### src/rtl/saph_elastic_pipe.sv
// saph_elastic_pipe: elastic valid/ready stage with depth-entry circular skid storage.
// Ready and valid come from registered occupancy only, so no combinational path crosses the stage.
module saph_elastic_pipe #(
    parameter int width = 32,
    parameter int depth = 2
) (
    input  logic                       clk,
    input  logic                       rst,
    input  logic                       flush,
    input  logic                       in_valid,
    output logic                       in_ready,
    input  logic [width-1:0]           in_data,
    output logic                       out_valid,
    input  logic                       out_ready,
    output logic [width-1:0]           out_data,
    output logic [$clog2(depth+1)-1:0] count
);
    localparam int cw = $clog2(depth + 1);
    localparam int pw = $clog2(depth);
    localparam logic [cw-1:0] full = cw'(depth);
    localparam logic [pw-1:0] last = pw'(depth - 1);

    logic [width-1:0] mem [depth];
    logic [pw-1:0]    rptr, wptr;
    logic             push, pop;

    assign in_ready  = !rst && (count < full);
    assign out_valid = count != '0;
    assign out_data  = out_valid ? mem[rptr] : '0;
    assign push      = in_valid && in_ready;
    assign pop       = out_valid && out_ready;

    always_ff @(posedge clk) begin
        if (rst) begin
            count <= '0;
            rptr  <= '0;
            wptr  <= '0;
            for (int i = 0; i < depth; i++) mem[i] <= '0;
        end else if (flush) begin
            count <= '0;
            rptr  <= '0;
            wptr  <= '0;
        end else begin
            if (push) begin
                mem[wptr] <= in_data;
                wptr      <= (wptr == last) ? '0 : wptr + 1'b1;
            end
            if (pop) rptr <= (rptr == last) ? '0 : rptr + 1'b1;
            count <= count + cw'(push) - cw'(pop);
        end
    end

    a_no_overflow:  assert property (@(posedge clk) disable iff (rst) !(push && count == full));
    a_no_underflow: assert property (@(posedge clk) disable iff (rst) !(pop && count == '0));
    a_count_range:  assert property (@(posedge clk) disable iff (rst) count <= full);
endmodule

### config.mk
export PLATFORM = sky130hd
export DESIGN_NAME = saph_elastic_pipe
export DESIGN_NICKNAME = d
export VERILOG_FILES = /design/src/rtl/saph_elastic_pipe.sv
export SDC_FILE = /design/constraint.sdc
export NUM_CORES = 1
export LEC_CHECK = 0
export ABC_AREA = 1
export BUFFER_PORTS_ARGS = -buffer_cell sky130_fd_sc_hd__buf_2
export CORE_UTILIZATION = 30
export CTS_CLUSTER_DIAMETER = 40
export CTS_CLUSTER_SIZE = 14
export DETAILED_ROUTE_END_ITERATION = 8
export GPL_TIMING_DRIVEN = 0
export HOLD_SLACK_MARGIN = 0.12
export SLEW_MARGIN = 20
export SYNTH_ARGS = -nofsm -noshare
export SYNTH_HDL_FRONTEND = slang
export SYNTH_SLANG_ARGS = --single-unit
### constraint.sdc
create_clock -name clk -period 3.5 [get_ports clk]
set_clock_uncertainty 0.1 [all_clocks]
set_input_delay 0.7 -clock clk [delete_from_list [all_inputs] [get_ports clk]]
set_output_delay 0.7 -clock clk [all_outputs]
set_load 0.005 [all_outputs]
# After elaboration in Yosys (flattened, before gate mapping)
# Memory sizes are Yosys's and may differ from the RTL's. A register that Yosys moved wholly into a read port is not among the register bits.
# Cells that the tools add are included.
[op_classes] add_sub_neg=4 multipliers=0 n_div=0 n_lt_le_gt_ge=1 n_eq_ne=0 shift=0 muxes=14 bitwise=0 n_reduce_logical=7
[ops] operator="32-bit 2-to-1 mux" count=2
[ops] operator="32-bit OR reduction" count=1
[ops] operator="1-bit 2-to-1 mux" count=12
[ops] operator="1-bit logical AND" count=3
[ops] operator="1-bit adder, second input constant" count=2
[ops] operator="2-bit by 1-bit adder with 2-bit output" count=1
[ops] operator="2-bit < comparator, second input constant" count=1
[ops] operator="2-bit nonzero test" count=1
[ops] operator="2-bit OR reduction" count=1
[ops] operator="2-bit by 1-bit subtractor with 2-bit output" count=1
[ops] operator="1-bit logical NOT" count=1
[word_totals] regBits=4 latch_bits=0 mem_bits_rw=64 mem_bits_ro=0 out_inout_bits=36 elab_cells=30 mem_count=1
[memory_table] memory="mem" depth=2 width=32 rd=1 rd_clocked_by_memory_dff=1 wr=2 line="23" source="logic [width-1:0] mem [depth];"

# Logic depth before layout (Yosys ltp)
[depth] depth_word=9 mapped_depth=8 mapped_depth_nobuf=8

# Worst setup path after synthesis
# OpenSTA, ideal clock, no wires.
[synth_timing] kind="in2reg" from="input port rst" to="memory mem[1][0], enable pin" setup_ps=389 arrival_ps=1914 slack_ps=1097 stages=6 cell_sequence="nor2_4 nand2_2 inv_4 nand3_4 buf_6 nand2_1"
[synth_lines] item="start, declared" line="8" source="input logic rst,"
[synth_lines] item="end, declared" line="23"

# Worst setup path after layout
[layout_timing] from="register count[1]" to="output port out_data[10]"
[layout_via] elab_chain_cells=2
[layout_lines] item="start, declared" line="16" source="output logic [$clog2(depth+1)-1:0] count"
[layout_lines] item="start signal, assigned" line="49" source="count <= count + cw'(push) - cw'(pop);"
[layout_lines] item="2-bit nonzero test" line="28" source="assign out_valid = count != '0;"
[layout_lines] item="32-bit 2-to-1 mux" line="29" source="assign out_data = out_valid ? mem[rptr] : '0;"
[layout_lines] item="end, declared" line="15" source="output logic [width-1:0] out_data,"
# Every way passes these cells.

==> metrics <==
Final ANT Viol Nets 0; Yosys top cell area share 0.605; total internal power 1.25 mW; Crit-path slowest cell sky130_fd_sc_hd__clkbuf_1; global-route total usage across every layer 0.133; Simple-Gate Fraction of Synth Area 0.213; transition time of the tightest slew-check pin 0.541 ns; power dissipated by switching net loads 0.392 mW; via-per-instance ratio 4.30; portion of the post-synthesis area used by sequential elements 0.636; outcome finished, final reports clean; count of maximum capacitance violations 0; buffer depth of the longest clock path 2; final hold violation count 0; ratio of total power to cell area 417 nW/um^2; data arrival time of the critical path 1.76 ns; final core utilization 0.382; number of antenna diodes 0; relative slew slack 0.639; CTS buffer count 9; insertion delay to the later sink of the worst-skew pair 0.33 ns; full die area 11000 sq um; Initial DRC Count 58; unique cell type count in the Yosys netlist 17; maximum vdd ir drop 0.167 mV; CP cell instances nor2_2 > clkbuf_1 > a21oi_1 > buf_2; number of global-route vias before repair 2338; overflow left after global routing 0; share of synthesized registers carrying an async set or reset 0; setup repair after global routing missed its margin no; switch share 0.239; horizontal die dimension 105 um; final setup violation count 0; data required time at the worst endpoint 2.70 ns; delay of the slowest critical-path stage 0.46 ns; first-pass GRT wire length 11200 um; # hold bufs at CTS 0; multi-input gate area in the final layout 877 sq um; fraction of final layout cells with drive strength greater than 1 0.337; YS warnings 0; initial standard-cell utilization of the core 0.309; Pre-antenna DRT Iters 4; Top Usage Layer GRT met2; Setup crit end kind primary output; Post-Synth XOR/XNOR Area 0; antenna violations before repair 0; min cycle time layout 2.56 ns; count of buffer and inverter cells on the critical path 2; Worst Setup Start Kind register; synthesized area per cell 10.1 sq um; most used standard cell by instance count after synthesis sky130_fd_sc_hd__nand2_1; Post-synth top cells sky130_fd_sc_hd__nand2_1, sky130_fd_sc_hd__edfxtp_1, sky130_fd_sc_hd__inv_1; dominant cell type by area after synthesis sky130_fd_sc_hd__edfxtp_1; LEAKAGE 1.75 nW; post-synthesis cell count 316; Detailed Place HPWL 4750 um; area growth from synthesis to layout 23.6%; dominant cells by area after synthesis sky130_fd_sc_hd__edfxtp_1, sky130_fd_sc_hd__nand2_1, sky130_fd_sc_hd__nor2_2, sky130_fd_sc_hd__a21oi_1, sky130_fd_sc_hd__inv_1; Buffers on Ports 72; average wire per standard cell 12.7 um; Final Cycle Share 0.732; postcts setup bufs 0; total of fill cells in the finished design 1058; area taken by flip-flops and latches 2020 sq um; row count 37; fraction of the mapped netlist area in compound gates 0.0535; Top FF cell, synth sky130_fd_sc_hd__edfxtp_1; number of register bits inferred by synthesis 69; placer's final routability congestion estimate 0.717; Die Y-Extent 105 um; sum of negative setup slack 0 ns; dominant delay contributor by cell family on the critical path buffers and inverters; cell at the root of the clock tree sky130_fd_sc_hd__clkbuf_8; GRT met1 Usage 0.162; DR vias 2332; maximum level of the CTS H-tree 3; nets in the synthesized netlist 355; largest family of logic cells by synthesized area simple AND/OR/NAND/NOR gates; boundary pin count 73; FMAX 391 MHz; biggest fanout along the worst timing path 10; Comb pwr share 0.088; number of design rule violations left after detail routing 0; clock share of power 0.333; HP Class register to register; number of pins with negative max-slew slack in the final report 0; critical path type register to primary output; number of gates given a new drive strength after cts 0; clock tree from TritonCTS done; GR met2 Demand/Resource 0.228; mux contribution to synthesized area 0; Seq pwr share 0.580; Synth Area in Adders 0.00787; Cell Area, Synth 3180 sq um; maximum number of pins on one net before global-route repair 23; clock-pin slew of the registers on the worst-case setup and hold paths 0.07 ns; Post-synth EDFFs 64; fin nets 440; grt met3 use 0.0337; clock sink total 69; area inside the core boundary 10300 sq um; wire length reported by the detailed router 6880 um
stage by stage:
step,instances,power (mW),worst slack (ns),hold WS (ns),cell area [sq um]
2_1_floorplan,316,1.05,1.10,0.367,3180
3_3_place_gp,524,1.10,0.440,0.380,3710
3_5_place_dp,526,1.12,1.09,0.394,3770
4_1_cts,542,1.66,0.873,0.408,3930
5_1_grt,542,1.71,0.800,0.448,3930
6_report,542,1.64,0.940,0.409,3930
state kept, by name (all words and copies together), names as in the netlist, named ones only:
register / cells
mem: 64
count: 2
rptr: 1
wptr: 1
worst paths after layout:
check        cells past startpoint  slack, ns      endpoint     start
max reg2reg                      7       1.52    mem[1][20]  count[1]
max                              4       0.94  out_data[10]  count[1]
min                              2       0.41      register      rptr
min reg2reg                      2       0.41      register      rptr
power by group through the flow:
stage / Sequential (mW) / Clock, mW / Combinational (mW)
2_1_floorplan: 0.967 / 0 / 0.0790
3_3_place_gp: 0.969 / 0 / 0.135
3_5_place_dp: 0.970 / 0 / 0.148
4_1_cts: 0.951 / 0.565 / 0.148
5_1_grt: 0.954 / 0.598 / 0.163
6_report: 0.951 / 0.545 / 0.143
routing by layer:
| layer | routed length (um) | vias up | part of all wire |
|---|---|---|---|
| met5 | 0 | - | 0 |
| met4 | 57 | 0 | 0.0083 |
| met3 | 356 | 5 | 0.052 |
| met2 | 3420 | 68 | 0.50 |
| met1 | 3050 | 1087 | 0.44 |
| li1 | - | 1172 | - |
worst reg2reg max path, cell delays in order, from the launching register on:
cell                      delay [ns]
sky130_fd_sc_hd__dfxtp_1        0.39
sky130_fd_sc_hd__nor2_4         0.15
sky130_fd_sc_hd__nand2_2        0.09
sky130_fd_sc_hd__inv_4          0.09
sky130_fd_sc_hd__nand3_4        0.12
sky130_fd_sc_hd__buf_6          0.19
sky130_fd_sc_hd__nand2_2        0.33
sky130_fd_sc_hd__buf_16         0.23
cells by family (layout without fill, tap and decap cells):
logic type,after synthesis,after routing
compound gates,34,34
buf+inv,61,151
flops,69,69
simple gates,150,150
fa+ha+maj,2,2
cells in the final DEF, fill, tap and decap left out, types with 3 or more instances in the layout:
cell type                  netlist  routed
sky130_fd_sc_hd__clkbuf_1        4       6
sky130_fd_sc_hd__nand2_1        72      70
sky130_fd_sc_hd__dfxtp_1         5       5
sky130_fd_sc_hd__buf_2           6      78
sky130_fd_sc_hd__clkinv_2        0       4
sky130_fd_sc_hd__clkbuf_8        0       9
sky130_fd_sc_hd__nor2_2         30      30
sky130_fd_sc_hd__nor2_1         43      43
sky130_fd_sc_hd__a21oi_1        33      33
sky130_fd_sc_hd__edfxtp_1       64      64
sky130_fd_sc_hd__inv_1          44      44
sky130_fd_sc_hd__buf_6           6       6
sky130_fd_sc_hd__nand2_2         1       3
cell type report:
cell class,count,area share
Timing Repair Buffer,74,0.106
Sequential cell,69,0.515
Tap cell,136,0.0433
Multi-Input combinational cell,186,0.223
Clock buffer,11,0.0335
Buffer,16,0.0287
Clock inverter,5,0.00701
Inverter,45,0.0436
No activity file was read; power rests on OpenSTA's default activity.
